**src/rtl/online_adder_r4.sv**
```systemverilog
// rtl/online_adder_r4.sv - radix-4 MSD-first online signed-digit adder
//
// Ports:
//   clk    rising-edge clock
//   reset  synchronous active-high clear of all state
//   en     advance enable; when low every register holds
//   xi     signed operand-x digit (C-bit two's complement, MSD first)
//   yi     signed operand-y digit (C-bit two's complement, MSD first)
//   zi     signed sum digit, one digit behind the operands, MSD first
module online_adder_r4 #(
    parameter int C = 3
) (
    input  logic         clk,
    input  logic         reset,
    input  logic         en,
    input  logic [C-1:0] xi,
    input  logic [C-1:0] yi,
    output logic [C-1:0] zi
);

    // One extra bit keeps the position sum exact for any pair of digits.
    localparam int PW = C + 1;

    localparam logic signed [PW-1:0] P_POS2 = PW'(2);
    localparam logic signed [PW-1:0] P_NEG2 = PW'(-2);
    localparam logic        [C-1:0]  FOUR_C = C'(4);

    logic signed [C-1:0]  xr_q, xr_d;
    logic signed [C-1:0]  yr_q, yr_d;
    logic signed [C-1:0]  wr_q, wr_d;

    logic signed [PW-1:0] p;
    logic signed [1:0]    t;
    logic        [C-1:0]  w;
    logic        [C-1:0]  t_ext;

    // Position sum, transfer digit and interim sum from the registered digits.
    // The interim sum always lands in -2..2, so it is formed modulo 2^C from
    // the low bits of p; only the sign decision needs the full-width sum.
    always_comb begin
        p = {xr_q[C-1], xr_q} + {yr_q[C-1], yr_q};
        t = 2'sd0;
        w = p[C-1:0];
        if (p >= P_POS2) begin
            t = 2'sd1;
            w = p[C-1:0] - FOUR_C;
        end else if (p <= P_NEG2) begin
            t = -2'sd1;
            w = p[C-1:0] + FOUR_C;
        end
    end

    always_comb begin
        xr_d = xr_q;
        yr_d = yr_q;
        wr_d = wr_q;
        if (en) begin
            xr_d = xi;
            yr_d = yi;
            wr_d = w;
        end
    end

    always_ff @(posedge clk) begin
        if (reset) begin
            xr_q <= '0;
            yr_q <= '0;
            wr_q <= '0;
        end else begin
            xr_q <= xr_d;
            yr_q <= yr_d;
            wr_q <= wr_d;
        end
    end

    // Output digit depends only on registers, never directly on xi/yi.
    always_comb begin
        t_ext = {{(C-2){t[1]}}, t};
        zi    = wr_q + t_ext;
    end

endmodule

```
**config.mk**
```make
export PLATFORM = sky130hd
export DESIGN_NAME = online_adder_r4
export DESIGN_NICKNAME = d
export VERILOG_FILES = /design/src/rtl/online_adder_r4.sv
export SDC_FILE = /design/constraint.sdc
export NUM_CORES = 1
export LEC_CHECK = 0
export CELL_PAD_IN_SITES_DETAIL_PLACEMENT = 1
export CELL_PAD_IN_SITES_GLOBAL_PLACEMENT = 2
export CORE_MARGIN = 3
export CORE_UTILIZATION = 33
export CTS_BUF_LIST = sky130_fd_sc_hd__clkbuf_4
export DETAILED_ROUTE_END_ITERATION = 7
export PLACE_DENSITY_LB_ADDON = 0.1
export SKIP_CTS_REPAIR_TIMING = 1
export SYNTH_ARGS = -nofsm -noshare
export SYNTH_HDL_FRONTEND = slang
export SYNTH_SLANG_ARGS = --single-unit
```
**constraint.sdc**
```tcl
create_clock -name clk -period 4.6 [get_ports clk]
set_input_delay 0.92 -clock clk [delete_from_list [all_inputs] [get_ports clk]]
set_output_delay 0.92 -clock clk [all_outputs]
set_load 0.005 [all_outputs]
```
After elaboration in Yosys (flattened, before gate mapping)
Index checks and enable logic that the tools add are counted.
Word-level totals
  flip-flop bits (word level): 9
  word-level logic and storage cells: 13
Operators by class
  $add $sub $neg: 4
  magnitude comparators: 2
  muxes and demuxes: 4
Operators with widths (number)
  3-bit two-way mux: 2
  3-bit by 3-bit adder with 4-bit output: 1
  4-bit by 3-bit >= comparator with 1-bit output, second input constant: 1
  4-bit by 2-bit less-or-equal comparator with 1-bit output, second input constant: 1
  2-bit two-way mux: 2
  3-bit adder: 1
  3-bit adder, second input constant: 1
  3-bit subtractor, second input constant: 1

Logic depth before layout (Yosys ltp)
Gate-level depths: netlist (run 1).
  depth in word-level cells: 5
  depth in mapped cells: 10

Worst setup path after synthesis (run 1)
Ideal clock, no wire load.
  kind: reg-to-output
  from: register xr_q[0]
  to: output zi[2]
  data arrival time: 2503 ps
  data required time: 3680 ps
  slack: 1177 ps
  cell stages (with the launch flop): 11
  cells stage by stage: dfxtp_1 -> ha_1 -> fa_1 -> and2_1 -> and2_1 -> mux2i_1 -> ha_1 -> fa_1 -> xor2_1 -> and3b_1 -> a211oi_2
On the way
  longest elaborated chain between the ends: 5
  elaborated cells on any way between the ends: 6
  classes of those cells: add/sub: 2; order compare: 2; mux: 2
RTL lines
  from (decl): line 28  | logic signed [C-1:0] xr_q, xr_d;
  from (signal assigned): line 70  | xr_q <= xr_d;
  3-bit by 3-bit adder with 4-bit output *: line 41  | p = {xr_q[C-1], xr_q} + {yr_q[C-1], yr_q};
  net p[1]: line 32  | logic signed [PW-1:0] p;
  4-bit by 2-bit less-or-equal comparator with 1-bit output: line 47  | end else if (p <= P_NEG2) begin
  2-bit two-way mux: line 47
  2-bit two-way mux *: line 44  | if (p >= P_POS2) begin
  3-bit adder *: line 79  | zi = wr_q + t_ext;
  to (decl): line 18  | output logic [C-1:0] zi
Mark *: on every way through the listed nets, which the timed path passes. The rest lies on a longest branch.

Worst setup path after layout (run 1)
Ends and elaborated chain as after synthesis.

==> flow_summary.json, run 1 <==
{
  "status": "completed",
  "drive_above_1_share": 0.0725,
  "antenna_found_initial": 0,
  "hpwl_um": 909,
  "fin_setup_tns_ps": 0,
  "firstDrtPassIters": 4,
  "cpPeakStageDelay_ps": 570,
  "diodes": 0,
  "path_class": "flop to output port",
  "power_leakage_uw": 0.000339,
  "clock_latency_ps": 260,
  "routed_wl_mm": 1.15,
  "io_pins": 12,
  "ys_warn_count": 0,
  "cts_tree": "yes",
  "relSlewSlack": 0.630,
  "hold_violations": 0,
  "synth_seq_area_share": 0.325,
  "placed_area_um2": 673,
  "wl_per_cell_um": 13.5,
  "viasPerCell": 5.16,
  "dieArea_um2": 2210,
  "synth_edf_count": 0,
  "min_period_ps": 4430,
  "grt_max_degree": 11,
  "clkSlewWorstSetupHoldPaths_ps": 60,
  "crit_fanout": 5,
  "h-tree-depth": 1,
  "cts_made_buffers": 3,
  "rsz0062_at_grt": "no",
  "root_buffer": "clkbuf_4",
  "syn-cell-area_um2": 554,
  "cts.sinks": 9,
  "grt_pass1_vias": 406,
  "synth-seq-cells": 9,
  "skew_ps": 9.04,
  "synth.distinct_cells": 21,
  "setup_viol": 0,
  "place_inst": 81,
  "p_per_area_nw_per_um2": 315,
  "die_h_um": 47.0,
  "drt_iter0_drc": 5,
  "worstSetupStartpointType": "flop",
  "syn2layout_area_growth_pct": 26.9,
  "ant_nets": 0,
  "synthesis.instances": 56,
  "required_ps": 3680,
  "slew_viol_final": 0,
  "fin_nets": 85,
  "stdcell_area_um2": 703,
  "worst_pin_slew_ps": 553,
  "grt_pass1_wl_mm": 1.86,
  "syn_area_per_cell_um2": 9.90,
  "die_x_um": 47.0,
  "async_flop_share": 0,
  "syn-num-nets": 71,
  "rows": 14,
  "hold_path_class": "flop to flop",
  "arrival_ps": 3510,
  "num_vias": 439,
  "min_period_over_period": 0.963,
  "end_kind": "output port",
  "clockBufferDepth": 2,
  "cap_violations": 0,
  "max-vdd-ir-drop_uv": 144,
  "start_util": 0.360,
  "gpl.final_weighted_congestion": 0.739,
  "max_freq_mhz": 226,
  "grt_util_all_layers": 0.124,
  "critPathSlowestCell": "fa_1",
  "io_buffers": 11,
  "instances_no_fill": 85,
  "core_um2": 1540,
  "crit_chain": "ha_1, fa_1, and2_1, and2_1, mux2i_1, ha_1, fa_1, xor2_1, and3b_1, a211oi_2, clkdlybuf4s50_1",
  "grt_overflow": 0,
  "synthFlopType": "dfxtp_1",
  "route.detailed.drc": 0
}
## logic make-up (layout without fill, tap and decap cells)
| family | after synthesis | after routing | synth area share |
|---|---|---|---|
| muxes | 9 | 9 | 0.163 |
| adders and majority gates | 6 | 6 | 0.163 |
| buffers and inverters | 3 | 16 | 0.0271 |
| DFF | 9 | 9 | 0.325 |
| xor gates and xnor gates | 2 | 2 | 0.0316 |
| AOI/OAI and AO/OA | 9 | 9 | 0.126 |
| and+or+nand+nor | 18 | 18 | 0.165 |
## through the flow
stage | setup WS, ps | util | hold slack, ps | power, µW
global placement | 512 | 0.437 | 484 | 155
global route | 20.6 | 0.456 | 549 | 236
finish | 171 | 0.456 | 501 | 221
CTS | 140 | 0.456 | 514 | 225
floorplan | 1180 | - | 465 | 127
detailed placement | 433 | 0.437 | 500 | 155
## Yosys cell counts (2+ instances only)
| cell | number | share of area |
|---|---|---|
| a21oi_1 | 2 | 0.018 |
| nor2b_1 | 2 | 0.023 |
| a211oi_1 | 2 | 0.027 |
| xor2_1 | 2 | 0.032 |
| fa_1 | 2 | 0.072 |
| ha_1 | 4 | 0.090 |
| nor2_1 | 11 | 0.074 |
| mux2i_1 | 9 | 0.16 |
| dfxtp_1 | 9 | 0.33 |
| and2_1 | 2 | 0.023 |
## metal layers
metal,global-route usage,routed length (µm),vias to the layer above
met4,0.0331,10,0
met1,0.176,591,202
met2,0.160,482,10
li1,-,-,225
met3,0.0690,62,2
met5,0,0,-
## layout by cell type (no fill, tap or decap)
master           Yosys  routed
o32ai_1              1       1
inv_1                1       1
and2_1               2       2
a21boi_1             1       1
ha_1                 4       4
nor2b_1              2       2
a21oi_1              2       2
dfxtp_1              9       9
fa_1                 2       2
mux2i_1              9       9
a21o_1               1       1
clkbuf_4             0       4
a211oi_2             1       1
clkdlybuf4s50_1      0      11
and3b_1              1       1
a211oi_1             2       2
a221oi_1             1       1
or3_1                1       1
nor2_1              11      11
and4b_1              1       1
xor2_1               2       2
## critical path, delay by kind of cell, from the launching register on
family	cells	cell delay, ps
adders and majority gates	4	1360
and+or+nand+nor	3	590
buffers and inverters	1	520
DFF	1	310
xor gates and xnor gates	1	240
AOI/OAI and AO/OA	1	140
muxes	1	80
## final timing paths
path,start,endpoint,slack [ps],depth (start not counted)
max reg2reg,xr_q[0]$_SDFFE_PP0P_,wr_q[2]$_SDFFE_PP0P_,2740,5
max,xr_q[0]$_SDFFE_PP0P_,zi[2],170,11
min reg2reg,wr_q[0]$_SDFFE_PP0P_,wr_q[0]$_SDFFE_PP0P_,500,2
min,wr_q[0]$_SDFFE_PP0P_,wr_q[0]$_SDFFE_PP0P_,500,2
## state kept, by name, summed over array words and instances (netlist names)
name  flops
wr_q      3
xr_q      3
yr_q      3
## cell type report
class | instances | area, µm²
clock buffer | 4 | 30.0
fill | 189 | 838
inverter | 1 | 3.75
multi-input combinational | 44 | 359
sequential | 9 | 180
tap | 16 | 20.0
timing repair buffer | 11 | 110
## power breakdown
| part | internal, µW | switching, µW | total, µW | leakage, µW |
|---|---|---|---|---|
| Clock | 39.3 | 29.4 | 68.8 | 0.0000184 |
| Sequential | 83.5 | 3.88 | 87.4 | 0.0000743 |
| Combinational | 37.4 | 27.6 | 65.0 | 0.000246 |
Power figures use the tool's default switching activity.
==> inputs of run 2 (changes only) <==
SLEW_MARGIN = 20   (was default)
==> results of run 2 <==
Same layout as run 1: the final DEF is identical, and so are final timing and power.
